===== config.mk =====
export PLATFORM = sky130hd
export DESIGN_NAME = speculative_history_register_flat
export DESIGN_NICKNAME = d
export VERILOG_FILES = /design/src/rtl/speculative_history_register_if.sv /design/src/rtl/speculative_history_register.sv /design/src/flat_wrapper.sv
export SDC_FILE = /design/constraint.sdc
export NUM_CORES = 1
export LEC_CHECK = 0
export ABC_AREA = 0
export CORE_MARGIN = 2
export CORE_UTILIZATION = 53
export CTS_CLUSTER_DIAMETER = 80
export DETAILED_ROUTE_END_ITERATION = 7
export GPL_ROUTABILITY_DRIVEN = 0
export PLACE_DENSITY = 0.79
export SLEW_MARGIN = 25
export SYNTH_ARGS = -nofsm -noshare
export SYNTH_HDL_FRONTEND = slang
export SYNTH_SLANG_ARGS = --single-unit

===== constraint.sdc =====
create_clock -name clk -period 3.3 [get_ports clk]
set_clock_uncertainty 0.05 [all_clocks]
set_input_delay 0.66 -clock clk [delete_from_list [all_inputs] [get_ports clk]]
set_output_delay 0.66 -clock clk [all_outputs]
set_load 0.01 [all_outputs]

===== src/rtl/speculative_history_register_if.sv =====
// speculative_history_register_if: predict/resolve/flush signals and history outputs of the speculative history register
//   pred_valid/pred_taken/pred_ready : prediction push handshake
//   res_valid/res_taken              : in-order resolution of the oldest in-flight branch
//   flush                            : pipeline flush
//   spec_hist/arch_hist              : speculative and committed histories, bit 0 newest
//   count/recover                    : in-flight entry count, one-cycle mispredict-repair pulse
interface speculative_history_register_if #(
   parameter int HIST_W = 8,
   parameter int DEPTH  = 8
);
   localparam int CW = $clog2(DEPTH) + 1;
   logic              pred_valid;
   logic              pred_taken;
   logic              pred_ready;
   logic              res_valid;
   logic              res_taken;
   logic              flush;
   logic [HIST_W-1:0] spec_hist;
   logic [HIST_W-1:0] arch_hist;
   logic [CW-1:0]     count;
   logic              recover;
   modport master (
      output pred_valid, pred_taken, res_valid, res_taken, flush,
      input  pred_ready, spec_hist, arch_hist, count, recover
   );
   modport slave (
      input  pred_valid, pred_taken, res_valid, res_taken, flush,
      output pred_ready, spec_hist, arch_hist, count, recover
   );
endinterface


===== src/rtl/speculative_history_register.sv =====
// speculative_history_register: global branch history with speculative and committed copies and mispredict repair
//   clk   : clock, all state updates on posedge
//   rst_n : asynchronous active-low reset
//   bus   : slave side of speculative_history_register_if (predict push, resolve, flush, histories, count, recover)
module speculative_history_register #(
   parameter int HIST_W = 8,
   parameter int DEPTH  = 8
) (
   input logic                           clk,
   input logic                           rst_n,
   speculative_history_register_if.slave bus
);
   localparam int AW = $clog2(DEPTH);
   localparam int CW = AW + 1;
   logic [DEPTH-1:0]  fifo_q;
   logic [AW-1:0]     head_q, head_d, tail_q, tail_d;
   logic [CW-1:0]     count_q, count_d;
   logic [HIST_W-1:0] spec_q, spec_d, arch_q, arch_d;
   logic              recover_q;
   logic              res_ok, mispred, clear, push;
   always_comb begin
      res_ok   = bus.res_valid & (count_q != '0);
      mispred  = res_ok & (bus.res_taken != fifo_q[head_q]);
      clear    = bus.flush | mispred;
      // a correct resolve frees a slot this cycle, so a full FIFO can still accept
      bus.pred_ready = (count_q < CW'(DEPTH)) | res_ok;
      push     = bus.pred_valid & bus.pred_ready & ~clear;
      arch_d   = res_ok ? {arch_q[HIST_W-2:0], bus.res_taken} : arch_q;
      // repair always restores from the post-resolve committed history
      spec_d   = clear ? arch_d : push ? {spec_q[HIST_W-2:0], bus.pred_taken} : spec_q;
      count_d  = clear ? '0 : count_q + CW'(push) - CW'(res_ok);
      tail_d   = push ? tail_q + AW'(1) : tail_q;
      head_d   = clear ? tail_q : res_ok ? head_q + AW'(1) : head_q;
   end
   always_ff @(posedge clk or negedge rst_n) begin
      if (!rst_n) begin
         fifo_q    <= '0;
         head_q    <= '0;
         tail_q    <= '0;
         count_q   <= '0;
         spec_q    <= '0;
         arch_q    <= '0;
         recover_q <= 1'b0;
      end else begin
         if (push) fifo_q[tail_q] <= bus.pred_taken;
         head_q    <= head_d;
         tail_q    <= tail_d;
         count_q   <= count_d;
         spec_q    <= spec_d;
         arch_q    <= arch_d;
         recover_q <= mispred;
      end
   end
   assign bus.spec_hist = spec_q;
   assign bus.arch_hist = arch_q;
   assign bus.count     = count_q;
   assign bus.recover   = recover_q;
endmodule


===== src/flat_wrapper.sv =====
// flat-port wrapper written by rule: the top's interface ports become plain ports
module speculative_history_register_flat 
#(
   parameter int HIST_W = 8,
   parameter int DEPTH  = 8
)
  (clk, rst_n, bus_pred_valid, bus_pred_taken, bus_res_valid, bus_res_taken, bus_flush, bus_pred_ready, bus_spec_hist, bus_arch_hist, bus_count, bus_recover);
  speculative_history_register_if #(.HIST_W(HIST_W), .DEPTH(DEPTH)) bus_i ();
  input logic clk;
  input logic rst_n;
  input wire logic [$bits(bus_i.pred_valid)-1:0] bus_pred_valid;
  input wire logic [$bits(bus_i.pred_taken)-1:0] bus_pred_taken;
  input wire logic [$bits(bus_i.res_valid)-1:0] bus_res_valid;
  input wire logic [$bits(bus_i.res_taken)-1:0] bus_res_taken;
  input wire logic [$bits(bus_i.flush)-1:0] bus_flush;
  output wire logic [$bits(bus_i.pred_ready)-1:0] bus_pred_ready;
  output wire logic [$bits(bus_i.spec_hist)-1:0] bus_spec_hist;
  output wire logic [$bits(bus_i.arch_hist)-1:0] bus_arch_hist;
  output wire logic [$bits(bus_i.count)-1:0] bus_count;
  output wire logic [$bits(bus_i.recover)-1:0] bus_recover;
  assign bus_i.pred_valid = bus_pred_valid;
  assign bus_i.pred_taken = bus_pred_taken;
  assign bus_i.res_valid = bus_res_valid;
  assign bus_i.res_taken = bus_res_taken;
  assign bus_i.flush = bus_flush;
  assign bus_pred_ready = bus_i.pred_ready;
  assign bus_spec_hist = bus_i.spec_hist;
  assign bus_arch_hist = bus_i.arch_hist;
  assign bus_count = bus_i.count;
  assign bus_recover = bus_i.recover;
  speculative_history_register #(.HIST_W(HIST_W), .DEPTH(DEPTH)) u_core (.clk(clk), .rst_n(rst_n), .bus(bus_i));
endmodule

* After elaboration in Yosys (flattened, before gate mapping) *
Index checks and enable logic that the tools add are counted.

storage, ports and cells
  logic and storage cells = 38
  flip-flop bits (word level) = 35
  input bits = 7

operators by class
  mux-type cells = 11
  $lt $le $gt $ge = 4
  add/subtract/negate cells = 4
  equal/unequal tests = 1
  reduce and logical (&&, ||, !) cells = 4
  bitwise gates (word level) = 7

operator list
  kind                                                               number
  2-to-1 mux 8 bit                                                   3
  bitwise mux 8 bit                                                  1
  < comparator 3 x 4 -> 1 bit, second input constant                 2
  adder 3 x 1 -> 3 bit, second input constant                        2
  2-to-1 mux 3 bit                                                   2
  adder 4 x 1 -> 4 bit                                               1
  bitwise AND 1 bit                                                  4
  < comparator 4 bit, second input constant                          1
  2-to-1 mux 4 bit                                                   1
  nonzero test 2 bit                                                 2
  nonzero test 4 bit                                                 1
  subtractor 4 x 1 -> 4 bit                                          1
  binary-select mux 1 bit (select 3 bit)                             1
  demux 1 bit (select 3 bit)                                         1
  greater-or-equal comparator 3 x 1 -> 1 bit, second input constant  1
  2-to-1 mux 1 bit                                                   2
  OR 1 bit                                                           2
  logical AND 1 bit                                                  1
  inequality test 1 bit                                              1
  inverter 1 bit                                                     1

* Longest topological paths before layout *
  word-level depth = 10
  gate-level depth with buffers = 13
  gate-level depth less buffers = 13

* Worst setup path before layout *
Ideal clock, no wire load.

  kind = register to register
  start point = register u_core.count_q[2] (netlist: u_core.bus.count[2])
  end point = register u_core.count_q[1] (netlist: u_core.bus.count[1])
  period minus slack after synthesis = 2.469 ns
  path slack = 0.831 ns
  arrival time = 2.300 ns
  cell stages (with the launch flop) = 12
  path buffers = 1
  cell sequence = dfrtp_1 inv_1 ha_1 nor3b_1 nand2b_1 inv_1 buf_1 ha_1 inv_1 ha_1 fa_1 and2_1

between the ends
  longest elaborated chain between the ends = 9
  elaborated cells on any way between the ends = 12

RTL lines
  element                                                     line                                RTL
  from (decl)                                                 speculative_history_register.sv:17  logic [CW-1:0] count_q, count_d;
  from (signal assigned)                                      speculative_history_register.sv:48  count_q <= count_d;
  branches (longest 8 deep; another with < comparator 4 bit)  -
  2-to-1 mux 4 bit *                                          speculative_history_register.sv:31  count_d = clear ? '0 : count_q + CW'(push) - CW'(res_ok);
  named net u_core.count_d[1]                                 speculative_history_register.sv:17

Mark *: on every way through the listed nets, which the timed path passes.
A chain may end at the register's enable or synchronous reset.

* Worst setup path after layout *
  start point = register u_core.count_q[3] (netlist: u_core.bus.count[3])
  end point = output bus_pred_ready

between the ends
  longest elaborated chain between the ends = 3
  elaborated cells on any way between the ends = 4

RTL lines
  element                                                     line                                RTL
  branches (longest 2 deep; another with < comparator 4 bit)  -
  OR 1 bit *                                                  speculative_history_register.sv:26  bus.pred_ready = (count_q < CW'(DEPTH)) | res_ok;
  to (decl)                                                   flat_wrapper.sv:16                  output wire logic [$bits(bus_i.pred_ready)-1:0] bus_pred_ready;

Every way passes the cells marked *.

==> reports/qor.txt <==
Worst Path Required -> 2.59 ns
Worst Setup Start Kind -> register
PnR Total Power -> 2.00 mW
Avg Synthesized Cell Area -> 11.1 sq um
GRT Total Usage -> 20.8%
R2R Path End -> u_core.bus.count[2]
Slew of the pin with the lowest slew margin -> 0.967 ns
Met3 Wirelength -> 191 microns
Post-Synthesis Cells -> 166
Starting Density -> 55.1%
Synth warn -> 0
Max-cap violations -> 0
Minimum clock period -> 2.76 ns
RSZ-0062 raised after global routing -> false
Met1 Wirelength -> 1580 microns
Post-synth EDFFs -> 0
Clk sinks -> 35
Pre-Repair DR Iteration Count -> 4
Fin cells -> 245
PostCTS Resize Cnt -> 0
Initial antenna violation count -> 0
Fin Hold WS -> 0.468 ns
First-pass GRT wire length -> 6360 microns
Class of the worst hold path -> register to register
Reg-to-reg slack, setup -> 0.70 ns
Maximum vdd drop -> 510 uV
Clock transition at the registers of the reported paths -> 0.10 ns
Commonest non-fill, non-tap cell in the layout -> dfrtp_1
Outcome -> complete, no violations
Highest routed layer -> met4
CTS H-tree depth -> 2
Routed via count -> 1,324
Nets -> 213
Largest net degree at the start of global routing -> 36
Post-CTS Setup Bufs -> 0
Boundary Pins -> 29
Worst skew pair latency -> 0.35 ns
Crit path from -> u_core.bus.count[3]
Layout area overhead -> 21.0%
Most frequent cells in the layout -> 35 x dfrtp_1, 32 x nand2_1, 28 x clkdlybuf4s50_1, 26 x mux2_2, 8 x inv_1
Relative slew margins -> 35.3%
Rows -> 21
Max-slew violations -> 0
# setup viols final -> 0
Max clock buf depth -> 2
Async set-reset flop share out of synthesis -> 100%
Via/cell ratio -> 5.40
R2r worst-path depth -> 9
Post-DR wirelength/cell -> 14.6 microns
Critical Path Sink Type -> output port
Post-synthesis sequential area ratio -> 47.7%
Antenna-violating nets left -> 0
Chip height -> 62.9 microns
Worst R2R Start -> u_core.head_q[0]
Data arrival, critical path -> 2.05 ns
DRC errors left -> 0
Synth Cell Area -> 1840 sq um
Placed Instances -> 237
Met2 wire length -> 1750 microns
DP HPWL -> 2600 microns
Hold path startpoint -> u_core.bus.arch_hist[7]
Die ar. -> 3960 sq um
Final WL -> 3580 microns
Top_reg_cell synth -> dfrtp_1
CP Class -> register to output port
Yosys reg bits -> 35
F_max -> 363 MHz
DIE WIDTH -> 62.9 microns
Fin crit share -> 83.5%
Syn nets -> 181
Largest fanout on the critical path -> 11
I/O Buffers -> 28
Fraction of layout cells with a size suffix above 1 -> 21.6%
CTS Buf Count -> 5
WHS Path Cells -> 2
Clk root buf -> clkbuf_4
Util after Layout -> 66.6%
Fin. Hold Viols -> 0
Worst Hold Endpoint -> u_core.bus.arch_hist[7]
Pleak -> 1.01 nW
Power Dens Cells -> 899 nW/um^2
Antenna Cells -> 0
Starting DRT DRC Count -> 36
Grt total ovfl -> 0
TNS Setup -> 0 ns
Core box area -> 3340 sq um
Vias in the first global route -> 1,320
TritonCTS clock tree -> built
Hold Buf Count CTS -> 0
Distinct cells, synth -> 32
cell usage after synthesis, types with 3 or more instances:
| cell | n | area, sq um |
|---|---|---|
| clkbuf_1 | 3 | 11.3 |
| dfrtp_1 | 35 | 876 |
| ha_1 | 7 | 87.6 |
| inv_1 | 8 | 30.0 |
| mux2_2 | 26 | 293 |
| mux2i_1 | 5 | 50.1 |
| nand2_1 | 32 | 120 |
| nand2b_1 | 5 | 31.3 |
| nor2_1 | 4 | 15.0 |
| nor3_1 | 4 | 20.0 |
| nor4_1 | 3 | 18.8 |
| or3_1 | 3 | 18.8 |
| xnor2_1 | 4 | 35.0 |
worst max path at each step:
| stage | to | slack [ns] | cells after the start |
|---|---|---|---|
| after floorplan | u_core.bus.count[1] | 0.83 | 11 |
| after global placement | u_core.bus.spec_hist[0] | 0.49 | 5 |
| after detailed placement | u_core.bus.count[2] | 0.43 | 10 |
| after CTS | bus_pred_ready | 0.52 | 7 |
| after global routing | bus_pred_ready | 0.38 | 7 |
| final | bus_pred_ready | 0.54 | 7 |
critical path: stages, from the launching register on:
cell	delay [ns]
dfrtp_1	0.39
inv_1	0.06
ha_1	0.16
nor3b_1	0.13
nand2b_1	0.16
buf_4	0.19
nand2_1	0.10
clkdlybuf4s50_1	0.54
sequential cells by signal (all words and copies together) (netlist names):
register / count
u_core.bus.recover: 1
u_core.tail_q: 3
u_core.bus.spec_hist: 8
u_core.bus.arch_hist: 8
u_core.head_q: 3
u_core.bus.count: 4
u_core.fifo_q: 8
per-layer routing:
layer,global-route usage (%),up-vias
met1,25.6,649
met3,6.67,6
met4,5.83,0
li1,-,630
met5,0,-
met2,34.8,39
report_power, final:
part           internal, mW  total (mW)  switching (mW)  leakage (nW)
combinational         0.555       0.991           0.437         0.540
clock                0.0812       0.231           0.150        0.0272
sequential            0.608       0.776           0.168         0.447
cell type report:
class	instances	area (sq um)
fillers	274	1110
flip-flops and latches	35	876
repair buffers	33	318
clock inverters	3	20.0
multi-input cells	115	885
clock buffers	5	37.5
inverters	8	30.0
well taps	46	57.6
per-stage QoR:
stage	cell area (sq um)	setup WS [ns]
2_1_floorplan	1840	0.831
3_3_place_gp	2170	0.492
3_5_place_dp	2170	0.431
4_1_cts	2220	0.524
5_1_grt	2220	0.384
6_report	2220	0.545
cell families after synthesis:
logic type | Yosys count | synth area share (%)
multiplexers | 32 | 19.4
flip-flops | 35 | 47.7
AND/OR/NAND/NOR | 64 | 18.0
adder cells (fa/ha/maj) | 8 | 5.85
XOR/XNOR | 6 | 2.86
buffers and inverters | 16 | 4.22
AO/OA/AOI/OAI | 5 | 1.97
No activity file was read; power rests on OpenSTA's default activity.
